==> config.mk <==
export PLATFORM = sky130hd
export DESIGN_NAME = imem_boot_loader
export DESIGN_NICKNAME = d
export VERILOG_FILES = /design/src/rtl/imem_boot_loader_pkg.sv /design/src/rtl/imem_boot_loader_byte_word_packer.sv /design/src/rtl/imem_boot_loader.sv
export SDC_FILE = /design/constraint.sdc
export NUM_CORES = 1
export LEC_CHECK = 0
export BUFFER_PORTS_ARGS = -buffer_cell sky130_fd_sc_hd__buf_4
export CELL_PAD_IN_SITES_DETAIL_PLACEMENT = 1
export CELL_PAD_IN_SITES_GLOBAL_PLACEMENT = 1
export CORE_ASPECT_RATIO = 0.9
export CORE_MARGIN = 8
export CORE_UTILIZATION = 40
export CTS_CLUSTER_SIZE = 12
export DETAILED_ROUTE_END_ITERATION = 12
export HOLD_SLACK_MARGIN = 0.05
export PLACE_DENSITY = 0.84
export SLEW_MARGIN = 20
export SYNTH_ARGS = -nofsm -noshare
export SYNTH_HDL_FRONTEND = slang
export SYNTH_HIERARCHICAL = 1
export SYNTH_SLANG_ARGS = --single-unit
export TNS_END_PERCENT = 10
==> constraint.sdc <==
create_clock -name i_clk -period 2.6 [get_ports i_clk]
set_input_delay 0.39 -clock i_clk [delete_from_list [all_inputs] [get_ports i_clk]]
set_output_delay 0.39 -clock i_clk [all_outputs]
set_load 0.005 [all_outputs]
==> src/rtl/imem_boot_loader_pkg.sv <==
// Shared types for the instruction-memory boot loader: FSM states,
// header size and byte-lane positions inside an assembled word.
package imem_boot_loader_pkg;

    typedef enum logic [2:0] {
        ST_IDLE  = 3'd0,
        ST_HDR0  = 3'd1,
        ST_HDR1  = 3'd2,
        ST_DATA  = 3'd3,
        ST_FLUSH = 3'd4,
        ST_DONE  = 3'd5,
        ST_ERR   = 3'd6
    } state_t;

    localparam int HDR_BYTES = 2;

    localparam logic [1:0] LANE_B0 = 2'd0;
    localparam logic [1:0] LANE_B1 = 2'd1;
    localparam logic [1:0] LANE_B2 = 2'd2;
    localparam logic [1:0] LANE_B3 = 2'd3;

endpackage

==> src/rtl/imem_boot_loader_byte_word_packer.sv <==
// Packs a byte stream into little-endian 32-bit words; o_word_vld pulses
// combinationally with the 4th byte so the caller can register the word that cycle.
module byte_word_packer
    import imem_boot_loader_pkg::*;
(
    input  logic        i_clk,
    input  logic        i_rst,
    input  logic        i_clr,
    input  logic        i_byte_vld,
    input  logic [7:0]  i_byte_dat,
    output logic        o_word_vld,
    output logic [31:0] o_word_dat
);

    logic [1:0]  r_lane;
    logic [23:0] r_asm;

    always_ff @(posedge i_clk or negedge i_rst) begin
        if (!i_rst) begin
            r_lane <= LANE_B0;
            r_asm  <= '0;
        end else if (i_clr) begin
            r_lane <= LANE_B0;
            r_asm  <= '0;
        end else if (i_byte_vld) begin
            r_lane <= r_lane + 2'd1;
            case (r_lane)
                LANE_B0: r_asm[7:0]   <= i_byte_dat;
                LANE_B1: r_asm[15:8]  <= i_byte_dat;
                LANE_B2: r_asm[23:16] <= i_byte_dat;
                LANE_B3: ;
                default: ;
            endcase
        end
    end

    // Top lane is never stored: it is forwarded straight into the output word.
    assign o_word_vld = i_byte_vld && (r_lane == LANE_B3);
    assign o_word_dat = {i_byte_dat, r_asm};

endmodule

==> src/rtl/imem_boot_loader.sv <==
// Loads a length-prefixed byte stream into instruction memory from word 0,
// holding the core in reset until the last word is written.
module imem_boot_loader
    import imem_boot_loader_pkg::*;
#(
    parameter int DEPTH = 1024,
    parameter int AW    = 32
) (
    input  logic          i_clk,
    input  logic          i_rst,
    input  logic          i_start,
    input  logic          i_byte_valid,
    input  logic [7:0]    i_byte_data,
    output logic          o_byte_ready,
    input  logic [AW-1:0] i_pc,
    output logic [AW-1:0] o_mem_a,
    output logic          o_mem_we,
    output logic [AW-1:0] o_mem_wa,
    output logic [31:0]   o_mem_wd,
    output logic          o_core_rst,
    output logic          o_busy,
    output logic          o_done,
    output logic          o_err
);

    localparam int IW    = $clog2(DEPTH) + 1;
    localparam int CNT_W = 8 * HDR_BYTES;
    localparam logic [CNT_W-1:0] DEPTH_N = CNT_W'(DEPTH);

    state_t           r_state;
    logic [7:0]       r_cnt_lo;
    logic [CNT_W-1:0] r_count;
    logic [IW-1:0]    r_widx;

    logic             w_xfer;
    logic             w_start_ok;
    logic             w_pack_vld;
    logic             w_word_vld;
    logic [31:0]      w_word_dat;
    logic [CNT_W-1:0] w_hdr_n;
    logic             w_last;
    logic [AW-1:0]    w_wa;

    assign w_xfer     = i_byte_valid && o_byte_ready;
    assign w_start_ok = i_start && ((r_state == ST_IDLE) || (r_state == ST_DONE) ||
                                    (r_state == ST_ERR));
    assign w_pack_vld = w_xfer && (r_state == ST_DATA);
    assign w_hdr_n    = {i_byte_data, r_cnt_lo};
    assign w_last     = ((32'(r_widx) + 32'd1) == 32'(r_count));
    assign w_wa       = AW'({r_widx, 2'b00});

    byte_word_packer u_packer (
        .i_clk      (i_clk),
        .i_rst      (i_rst),
        .i_clr      (w_start_ok),
        .i_byte_vld (w_pack_vld),
        .i_byte_dat (i_byte_data),
        .o_word_vld (w_word_vld),
        .o_word_dat (w_word_dat)
    );

    // The core only sees its PC on the memory once the image is complete.
    assign o_mem_a = (r_state == ST_DONE) ? i_pc : '0;

    always_ff @(posedge i_clk or negedge i_rst) begin
        if (!i_rst) begin
            r_state      <= ST_IDLE;
            r_cnt_lo     <= '0;
            r_count      <= '0;
            r_widx       <= '0;
            o_byte_ready <= 1'b0;
            o_mem_we     <= 1'b0;
            o_mem_wa     <= '0;
            o_mem_wd     <= '0;
            o_core_rst   <= 1'b0;
            o_busy       <= 1'b0;
            o_done       <= 1'b0;
            o_err        <= 1'b0;
        end else begin
            o_mem_we <= 1'b0;
            case (r_state)
                ST_IDLE, ST_DONE, ST_ERR: begin
                    if (i_start) begin
                        r_state      <= ST_HDR0;
                        r_cnt_lo     <= '0;
                        r_count      <= '0;
                        r_widx       <= '0;
                        o_byte_ready <= 1'b1;
                        o_busy       <= 1'b1;
                        o_done       <= 1'b0;
                        o_err        <= 1'b0;
                        o_core_rst   <= 1'b0;
                    end
                end
                ST_HDR0: begin
                    if (w_xfer) begin
                        r_cnt_lo <= i_byte_data;
                        r_state  <= ST_HDR1;
                    end
                end
                ST_HDR1: begin
                    if (w_xfer) begin
                        r_count <= w_hdr_n;
                        if (w_hdr_n == '0) begin
                            r_state      <= ST_DONE;
                            o_byte_ready <= 1'b0;
                            o_busy       <= 1'b0;
                            o_done       <= 1'b1;
                            o_core_rst   <= 1'b1;
                        end else if (w_hdr_n > DEPTH_N) begin
                            r_state      <= ST_ERR;
                            o_byte_ready <= 1'b0;
                            o_busy       <= 1'b0;
                            o_err        <= 1'b1;
                        end else begin
                            r_state <= ST_DATA;
                        end
                    end
                end
                ST_DATA: begin
                    if (w_word_vld) begin
                        o_mem_we <= 1'b1;
                        o_mem_wa <= w_wa;
                        o_mem_wd <= w_word_dat;
                        r_widx   <= r_widx + 1'b1;
                        if (w_last) begin
                            r_state      <= ST_FLUSH;
                            o_byte_ready <= 1'b0;
                        end
                    end
                end
                ST_FLUSH: begin
                    r_state    <= ST_DONE;
                    o_busy     <= 1'b0;
                    o_done     <= 1'b1;
                    o_core_rst <= 1'b1;
                end
                default: begin
                    r_state <= ST_IDLE;
                end
            endcase
        end
    end

endmodule

==> metrics, run 1 <==
yosys warns 6; Post-Syn Instances 588; WP data arrival 2.54 ns; clk slew on worst S/H paths 0.07 ns; fin nets 742; Worst Setup Slack, final 0.280 ns; Cell Count, Final, Fillers Out 891; critical path class flip-flop to flip-flop; status finished clean; Slew Viols, Final 0; register area share after synthesis 0.499; GP Congestion 0.835; final antenna-violating net count 0; TritonCTS clock tree built; first-pass GRT wire length 26,200 um; Post-Route Setup TNS 0 ns; core area 13,900 sq um; CTS Buffer Depth 2; Distinct cells, synth 51; post-cts repair resize count 0; ant diodes 0; worst slack at placement 0.288 ns; Worst-Margin Slew 0.761 ns; grt ovf 0; CTS sink count 112; DP HPWL 12,000 um; share of cells above drive strength 1 0.246; PD cells 780 nW/um^2; initial antenna violation count 0; Slew HR 0.492; top layer in use met4; # setup viols final 0; crit path time final 2.32 ns; Buffers on Ports 124; CTS root buf clkbuf_16; TritonRoute pass-1 iters 4; syn avg cell area 9.56 sq um; hold path depth 2; Die X 141 um; IO Pins 146; Util after Layout 0.493; pin count of the biggest net entering global routing 58; skew final 0.00982 ns; TritonCTS Buffers 9; final hold viol count 0; # rows 41; crit end category flip-flop; RSZ-0062 raised after global routing false; DRC viols 0; Critical Path Fanout Max 7; area delta synth->final 22.0%; vias in the first global route 4,873; Tcrit/Tclk final 0.892; Maximum Capacitance Violations 0; CTS H-tree lvls 3; Wirelength per Cell 17.9 um; Routed WL 15,900 um; clk_lat worst skew 0.35 ns; Max VDD drop 0.000424 V; WL met1 6600 um; Die Height 128 um; drt via density 4.99; Via Count 4,449; initial core utilization 0.404; Worst setup SP type flip-flop; Critical Path RT 2.82 ns; placed instance count 874; Power Total 5.35 mW; Mapped Area 5620 sq um; WL met3 1390 um; worst reg-to-reg path cell count 7; min-delay worst type input pin to flip-flop; #FFs+latches synth 112; initial drt markers 211; routed length on met2 7780 um; P_leak 3.65 nW; max frequency 431 MHz; total track usage 0.181; Die ar. 18,100 sq um
synth_stat cells (all sizes together):
cell type,instances,area share
nor3,9,0.012
ha,5,0.011
o2bb2ai,1,0.0027
o31ai,4,0.0053
and3,6,0.0067
o21ba,1,0.0018
a21oi,4,0.0042
clkbuf,16,0.011
o211ai,2,0.0027
a2bb2oi,1,0.0027
nor2b,2,0.0036
o211a,1,0.0018
dfrtp,112,0.50
inv,6,0.0040
nand4,2,0.0033
o21ai,28,0.026
nand2b,34,0.038
o41ai,3,0.0060
mux2i,25,0.045
buf,44,0.059
conb,1,0.00067
nand2,164,0.11
and2,36,0.041
a31o,1,0.0016
xnor2,13,0.020
a31oi,4,0.0071
nand3,7,0.0085
a21o,1,0.0013
xor2,7,0.011
a22o,17,0.026
nor4,6,0.0093
nor2,25,0.018
routing by layer:
layer	vias up	global-route usage
met2	148	0.301
met1	2208	0.222
met5	-	0
met3	11	0.0578
met4	0	0.0505
li1	2082	-
state kept, by name, summed over array words and instances, names as in the netlist:
signal,count
r_cnt_lo,8
u_packer/r_lane,2
o_done,1
o_mem_wd,32
o_mem_wa,11
o_byte_ready,1
u_packer/r_asm,24
o_mem_we,1
r_count,16
r_widx,11
o_busy,1
r_state,3
o_err,1
worst paths after layout:
check	start	end	slack, ns
worst min-delay path	i_byte_data[5]	r_count[13]	0.30
worst max register to register	r_widx[0]	r_state[0]	0.28
min in group asynchronous	i_rst	o_mem_wd[19]	0.58
worst max-delay path	r_widx[0]	r_state[0]	0.28
max in group asynchronous	i_rst	o_mem_wa[7]	1.28
worst min register to register	o_mem_wd[21]	o_mem_wd[21]	0.48
per-stage QoR:
stage	instance area [sq um]	hold slack, ns
final	6850	0.302
after global routing	6850	0.301
after CTS	6850	0.295
after detailed placement	6580	0.427
after global placement	6580	0.414
after floorplan	5700	0.0944
placed cells by master (no fill, tap or decap), types with 5 or more instances in the layout:
| master | count |
|---|---|
| nand2_1 | 161 |
| buf_4 | 131 |
| dfrtp_1 | 112 |
| and2_1 | 33 |
| nand2b_1 | 33 |
| mux2i_1 | 25 |
| o21ai_1 | 24 |
| nor2_1 | 23 |
| conb_1 | 21 |
| a22o_1 | 17 |
| xnor2_1 | 13 |
| clkbuf_16 | 9 |
| xor2_1 | 7 |
| and3_1 | 6 |
| nor3_1 | 6 |
| nand3_1 | 5 |
| nor4_1 | 5 |
| ha_1 | 5 |
worst max-delay path, stage by stage, from the launching register on:
cell,delay [ns]
dfrtp_1,0.47
ha_1,0.37
nand3_4,0.16
nor4_4,0.38
xnor2_1,0.18
nand2_2,0.08
nor4_1,0.42
o211ai_1,0.13
logic make-up after synthesis:
group / count (synthesis) / share of synthesized area
multiplexers: 25 / 0.0445
adder cells (fa/ha/maj): 5 / 0.0111
other: 1 / 0.000667
AO/OA/AOI/OAI: 68 / 0.0893
AND/OR/NAND/NOR: 291 / 0.251
buffers and inverters: 66 / 0.0735
flip-flops: 112 / 0.499
XOR/XNOR: 20 / 0.0312
area by class of cell:
cell class,instances,area (sq um)
Multi-Input combinational cell,430,2490
Sequential cell,112,2800
Clock buffer,12,236
Inverter,6,22.5
Fill cell,1591,7050
Timing Repair Buffer,134,1030
Tap cell,193,241
Clock inverter,4,30.0
what timing repair did:
action                    4_1_cts  5_1_grt
buffers inserted                0        0
hold buffers                    1        0
hold endpoints to repair       23        0
where the power goes:
group / leakage, nW / internal [mW] / total (mW) / switching [mW]
Sequential: 1.54 / 2.03 / 2.31 / 0.281
Combinational: 1.99 / 0.768 / 1.76 / 0.992
Clock: 0.127 / 0.656 / 1.28 / 0.625
(Power assumes the default switching activity.)
==> inputs of run 2 (changes only) <==
Settings changed: CORE_UTILIZATION 40 to 39, HOLD_SLACK_MARGIN 0.05 to 0.15, SYNTH_HIERARCHICAL 1 to not set.
Clock period 2.6 ns to 2.55 ns, I/O delays scaled along.
==> metrics, run 2 <==
Critical Path Fanout Max 7 (unchanged); # rows 41 (unchanged); CP Capture Point r_state[1]; max frequency 422 MHz (-2.0%); Main synth FF type dfrtp_1; XOR/XNOR Fraction of Synth Area 0.0245 (-0.00665); CTS root buf clkbuf_16; Buffers on Ports 124 (unchanged); Worst Setup Slack, final 0.182 ns (-0.0975 ns); Simple-Gate Fraction of Synth Area 0.275 (+0.0236); Compound-Gate Fraction of Synth Area 0.120 (+0.0309); Routed WL 18,300 um (+15%); TritonCTS Buffers 9 (unchanged); Bufs and invs on worst path 0 (unchanged); share of the synthesized area in the top cell type 0.495 (-0.00396); Slowest-stage cell, CP dfrtp_1; pin count of the biggest net entering global routing 52 (-10%); P_sw 768 uW (-60%); clk slew on worst S/H paths 0.08 ns (about the same); worst reg-to-reg path cell count 7 (unchanged); #FFs+latches synth 112 (unchanged); # setup viols final 0 (unchanged); max reg flops 32 (unchanged); power share of the clock group 0.446 (+0.207); WP data arrival 2.58 ns (+0.04 ns); min-delay worst type input pin to flip-flop; Critical Path RT 2.76 ns (-0.06 ns); core area 14,100 sq um (+1.5%); DRC viols 0 (unchanged); Worst setup SP type flip-flop; CP startpoint r_widx[0]; share of cells above drive strength 1 0.208 (-0.0384); Slew HR 0.582 (+0.0897); CTS sink count 112 (unchanged); leading cell types by count after synthesis nand2_1, dfrtp_1, o21ai_0; total track usage 0.199 (+0.0177); worst path cell trace ha_1, and3_1, nand3_1, xnor2_1, nand4bb_1, nor3_2, a31oi_1; Worst R2R Start r_widx[0]; Post-Route Setup TNS 0 ns (unchanged); Crit. path cell count 7 (unchanged); Max VDD drop 0.000321 V (-24%); Maximum Capacitance Violations 0 (unchanged); initial antenna violation count 0 (unchanged); register area share after synthesis 0.495 (-0.00396); PD cells 503 nW/um^2 (-36%); Seq pwr share 0.511 (+0.079); clk_lat worst skew 0.36 ns (about the same); initial drt markers 451 (+110%); first-pass GRT wire length 29,500 um (+13%); FF-to-FF End r_state[1]; Wirelength per Cell 19.0 um (+6.2%); DP HPWL 12,700 um (+6.3%); largest family of logic cells by synthesized area simple AND/OR/NAND/NOR gates; commonest non-fill, non-tap cell in the layout nand2_1; grt ovf 0 (unchanged); initial core utilization 0.402 (-0.00269); most frequent cells in the layout nand2_1, buf_4, dfrtp_1; Post-Syn Instances 661 (+12%); Tcrit/Tclk final 0.929 (+0.0361); Via Count 4,989 (+12%); Die Height 130 um (+1.5%); Die X 143 um (+1.5%); Post-synth EDFFs 0 (unchanged); post-CTS setup buffer count 0 (unchanged); vias in the first global route 5,464 (+12%); crit end category flip-flop; most common cell in the netlist nand2_1; Fillers 1,691 (+6.3%); Top Family by Delay on Critical Path simple AND/OR/NAND/NOR gates; TritonRoute pass-1 iters 5 (+1); IO Pins 146 (unchanged); crit path time final 2.37 ns (+0.0475 ns); final antenna-violating net count 0 (unchanged); CTS Buffer Depth 2 (unchanged); CTS H-tree lvls 3 (unchanged); status finished clean; post-synthesis adder-cell area fraction 0.0110 (-0.0000885); Mapped Area 5670 sq um (+0.80%); Worst-Margin Slew 0.627 ns (-0.134 ns); critical path class flip-flop to flip-flop; max incr delay on CP 0.47 ns (about the same); top cell type by total area after synthesis dfrtp_1; drt via density 5.19 (+3.9%); yosys warns 0 (-6); RSZ-0062 raised after global routing false; final hold viol count 0 (unchanged); Most flops, register o_mem_wd; R2R Setup Slk 0.18 ns (-0.10 ns); syn avg cell area 8.57 sq um (-10%); top flop regs o_mem_wd: 32 flops, u_packer.r_asm: 24 flops, r_count: 16 flops; hold path depth 2 (unchanged); Distinct cells, synth 56 (+9.8%); P_leak 3.50 nW (-4.1%); GP Congestion 0.857 (+2.6%); Die ar. 18,600 sq um (+3.0%); area delta synth->final 22.7%; top post-synthesis cells by area dfrtp_1, nand2_1, o21ai_0, and2_1, buf_4; Logic pwr share 0.044 (-0.285); mux cell area share after synthesis 0.00177 (-0.0428); TritonCTS clock tree built; skew final 0.00940 ns (-0.000419 ns); fin nets 813 (+9.6%); Cell Int Power 2.73 mW (-21%); asr flop ratio synth 1.00 (unchanged); Slew Viols, Final 0 (unchanged); worst slack at placement 0.240 ns (-0.0486 ns); ant diodes 0 (unchanged); switch share 0.219 (-0.135)
run 2: kinds of logic after synthesis:
logic type,count (synthesis)
adders and majority gates,5
AOI/OAI and AO/OA,116
xor gates and xnor gates,15
other,1
buffers and inverters,71
muxes,1
and+or+nand+nor,340
DFF,112
run 2: worst min-delay path by stage:
stage,start,endpoint,slack (ns)
2_1_floorplan,i_rst,o_busy,0.09
3_3_place_gp,i_rst,o_mem_wd[17],0.42
3_5_place_dp,i_rst,o_mem_wd[18],0.44
4_1_cts,i_start,o_done,0.27
5_1_grt,i_start,o_done,0.29
6_report,i_start,o_done,0.27
run 2: final cells by class:
cell class / instances / area [sq um] / share of cell area
repair buffers: 134 / 1020 / 0.147
flip-flops and latches: 112 / 2800 / 0.403
clock buffers: 11 / 243 / 0.0349
multi-input cells: 498 / 2530 / 0.364
inverters: 9 / 33.8 / 0.00486
well taps: 193 / 241 / 0.0347
clock inverters: 5 / 80.1 / 0.0115
run 2: layer usage:
metal | up-vias | global-route usage | routed length, um | part of all wire
li1 | 2340 | - | - | -
met1 | 2514 | 0.238 | 7460 | 0.41
met2 | 117 | 0.358 | 9700 | 0.53
met3 | 18 | 0.0383 | 874 | 0.048
met4 | 0 | 0.0506 | 210 | 0.012
met5 | - | 0 | 0 | 0
run 2: through the flow:
step,total power [mW],hold slack (ns),util,area (sq um),cells
2_1_floorplan,1.88,0.0869,-,5740,681
4_1_cts,3.52,0.273,0.493,6950,962
5_1_grt,3.60,0.292,0.493,6950,962
6_report,3.50,0.274,0.493,6950,962
3_5_place_dp,1.97,0.436,0.469,6620,945
3_3_place_gp,1.97,0.424,0.469,6620,945
run 2: repair_timing:
| item | CTS | global route |
|---|---|---|
| endpoints found under the setup margin | 0 | 2 |
| hold buffers | 1 | 0 |
| hold endpoints to repair | 43 | 0 |
| gates resized for setup | 0 | 1 |
run 2: power by group through the flow:
stage	logic [mW]	clock network [mW]	registers (mW)
2_1_floorplan	0.0587	0	1.82
3_3_place_gp	0.144	0	1.82
3_5_place_dp	0.150	0	1.82
4_1_cts	0.153	1.58	1.79
5_1_grt	0.169	1.64	1.79
6_report	0.153	1.56	1.79
==> inputs of run 3 (changes only) <==
--- a/config.mk
+++ b/config.mk
@@ -16,4 +16,5 @@
 export HOLD_SLACK_MARGIN = 0.15
 export PLACE_DENSITY = 0.84
+export RECOVER_POWER = 25
 export SLEW_MARGIN = 20
 export SYNTH_ARGS = -nofsm -noshare
==> constraint.sdc (replaced) <==
create_clock -name i_clk -period 2.55 [get_ports i_clk]
set_input_delay 0.51 -clock i_clk [delete_from_list [all_inputs] [get_ports i_clk]]
set_output_delay 0.51 -clock i_clk [all_outputs]
set_load 0.005 [all_outputs]
==> metrics, run 3 (synthesis results as in run 2) <==
crit path time final 2.36 ns (-0.00736 ns); skew final 0.00844 ns (-0.000967 ns); Bufs and invs on worst path 2 (+2); Power Total 3.40 mW (-2.9%); Crit. path cell count 5 (-2); Maximum Capacitance Violations 0 (unchanged); status finished clean; drt via density 5.13 (-1.1%); vias in the first global route 5,318 (-2.7%); worst reg-to-reg path cell count 7 (unchanged); Die ar. 18,600 sq um (unchanged); Die X 143 um (unchanged); Most flops, register o_mem_wd; FF-to-FF End r_state[2]; Critical Path Fanout Max 32 (+25); max frequency 424 MHz (+0.31%); # setup viols final 0 (unchanged); Cell Count, Final, Fillers Out 963 (+0.10%); CP startpoint r_state[1]; Slew Viols, Final 0 (unchanged); IO Pins 146 (unchanged); final antenna-violating net count 0 (unchanged); R2R Setup Slk 0.27 ns (+0.09 ns); Top Family by Delay on Critical Path simple AND/OR/NAND/NOR gates; critical path class flip-flop to output port; area delta synth->final 22.1%; # rows 41 (unchanged); DP HPWL 12,700 um (-0.20%); Routed WL 17,200 um (-5.6%); CTS H-tree lvls 3 (unchanged); core area 14,100 sq um (unchanged); clk_lat worst skew 0.35 ns (about the same); PD cells 491 nW/um^2 (-2.3%); clk slew on worst S/H paths 0.07 ns (about the same); DRC viols 0 (unchanged); P_leak 3.49 nW (-0.27%); Worst-Margin Slew 1.16 ns (+0.536 ns); Wirelength per Cell 17.9 um (-5.7%); top flop regs o_mem_wd: 32 flops, u_packer.r_asm: 24 flops, r_count: 16 flops; GP Congestion 0.825 (-3.7%); crit end category output port; initial core utilization 0.402 (unchanged); TritonRoute pass-1 iters 4 (-1); Max VDD drop 0.000356 V (+11%); TritonCTS Buffers 9 (unchanged); Post-Route Setup TNS 0 ns (unchanged); WP data arrival 1.85 ns (-0.73 ns); total track usage 0.189 (-0.00990); max incr delay on CP 0.52 ns (+0.05 ns); CTS sink count 112 (unchanged); RSZ-0062 raised after global routing false; worst slack at placement 0.341 ns (+0.101 ns); crit-path most repeated cell buf_4; CP Capture Point o_mem_a[5]; Via Count 4,940 (-0.98%); worst path cell trace nand2b_1, nor2_1, buf_4, and2_1, buf_4; CTS Buffer Depth 2 (unchanged); pin count of the biggest net entering global routing 52 (unchanged); Slowest-stage cell, CP dfrtp_2; Worst Setup Slack, final 0.190 ns (+0.00736 ns); Slew HR 0.225 (-0.357); Tcrit/Tclk final 0.926 (-0.00289); Critical Path RT 2.04 ns (-0.72 ns); Die Height 130 um (unchanged); Worst R2R Start r_widx[0]; most frequent cells in the layout nand2_1, buf_4, dfrtp_1; initial antenna violation count 0 (unchanged); initial drt markers 347 (-23%); share of cells above drive strength 1 0.213 (+0.00492); ant diodes 0 (unchanged); final hold viol count 0 (unchanged); TritonCTS clock tree built; CTS root buf clkbuf_16; placed instance count 947 (+0.21%); grt ovf 0 (unchanged); max reg flops 32 (unchanged); Buffers on Ports 124 (unchanged); fin nets 814 (+0.12%); min-delay worst type input pin to asynchronous set/reset pin; Worst setup SP type flip-flop; first-pass GRT wire length 28,100 um (-4.6%); commonest non-fill, non-tap cell in the layout nand2_1
run 3: changes by cell type in the layout (fill, tap and decap cells not counted), moves of 2 or more:
cell,before,now
dfrtp_2,0,3
dfrtp_1,112,109
clkbuf_2,0,2
inv_6,0,2
run 3: metal layers:
| layer | vias up | GRT usage | share of wire |
|---|---|---|---|
| met5 | - | 0 | 0 |
| met3 | 19 | 0.0340 | 0.042 |
| met1 | 2465 | 0.234 | 0.43 |
| met4 | 0 | 0.0487 | 0.013 |
| met2 | 111 | 0.332 | 0.52 |
| li1 | 2345 | - | - |
run 3: repair_timing:
item	CTS	global route
setup endpoints to repair	0	32
resized for setup	0	3
hold buffers	0	0
setup buffers	0	0
endpoints found under the hold margin	0	0
run 3: where the power goes:
part / internal (mW) / switching [mW]
Clock: 0.794 / 0.676
Sequential: 1.78 / 0.00526
Combinational: 0.0578 / 0.0848
run 3: layout make-up:
class / instances / area, sq um
Fill cell: 1724 / 7190
Sequential cell: 112 / 2810
Multi-Input combinational cell: 498 / 2530
Timing Repair Buffer: 135 / 1000
Tap cell: 193 / 241
Clock buffer: 10 / 239
Clock inverter: 6 / 65.1
Inverter: 9 / 33.8
run 3: worst min-delay path by stage:
stage	startpoint	to	slack, ns	cells after the start
2_1_floorplan	i_rst	o_busy	0.21	0
3_3_place_gp	u_packer.r_asm[9]	o_mem_wd[9]	0.46	2
3_5_place_dp	u_packer.r_asm[14]	o_mem_wd[14]	0.46	2
4_1_cts	i_rst	o_mem_wd[17]	0.19	1
5_1_grt	i_start	o_done	0.41	2
6_report	i_rst	o_mem_wd[17]	0.38	1
run 3: through the flow:
step                 util  area [sq um]  hold WS, ns
floorplan               -          5740        0.214
global placement    0.470          6630        0.459
detailed placement  0.470          6630        0.458
CTS                 0.492          6940        0.190
global route        0.490          6920        0.412
finish              0.490          6920        0.382
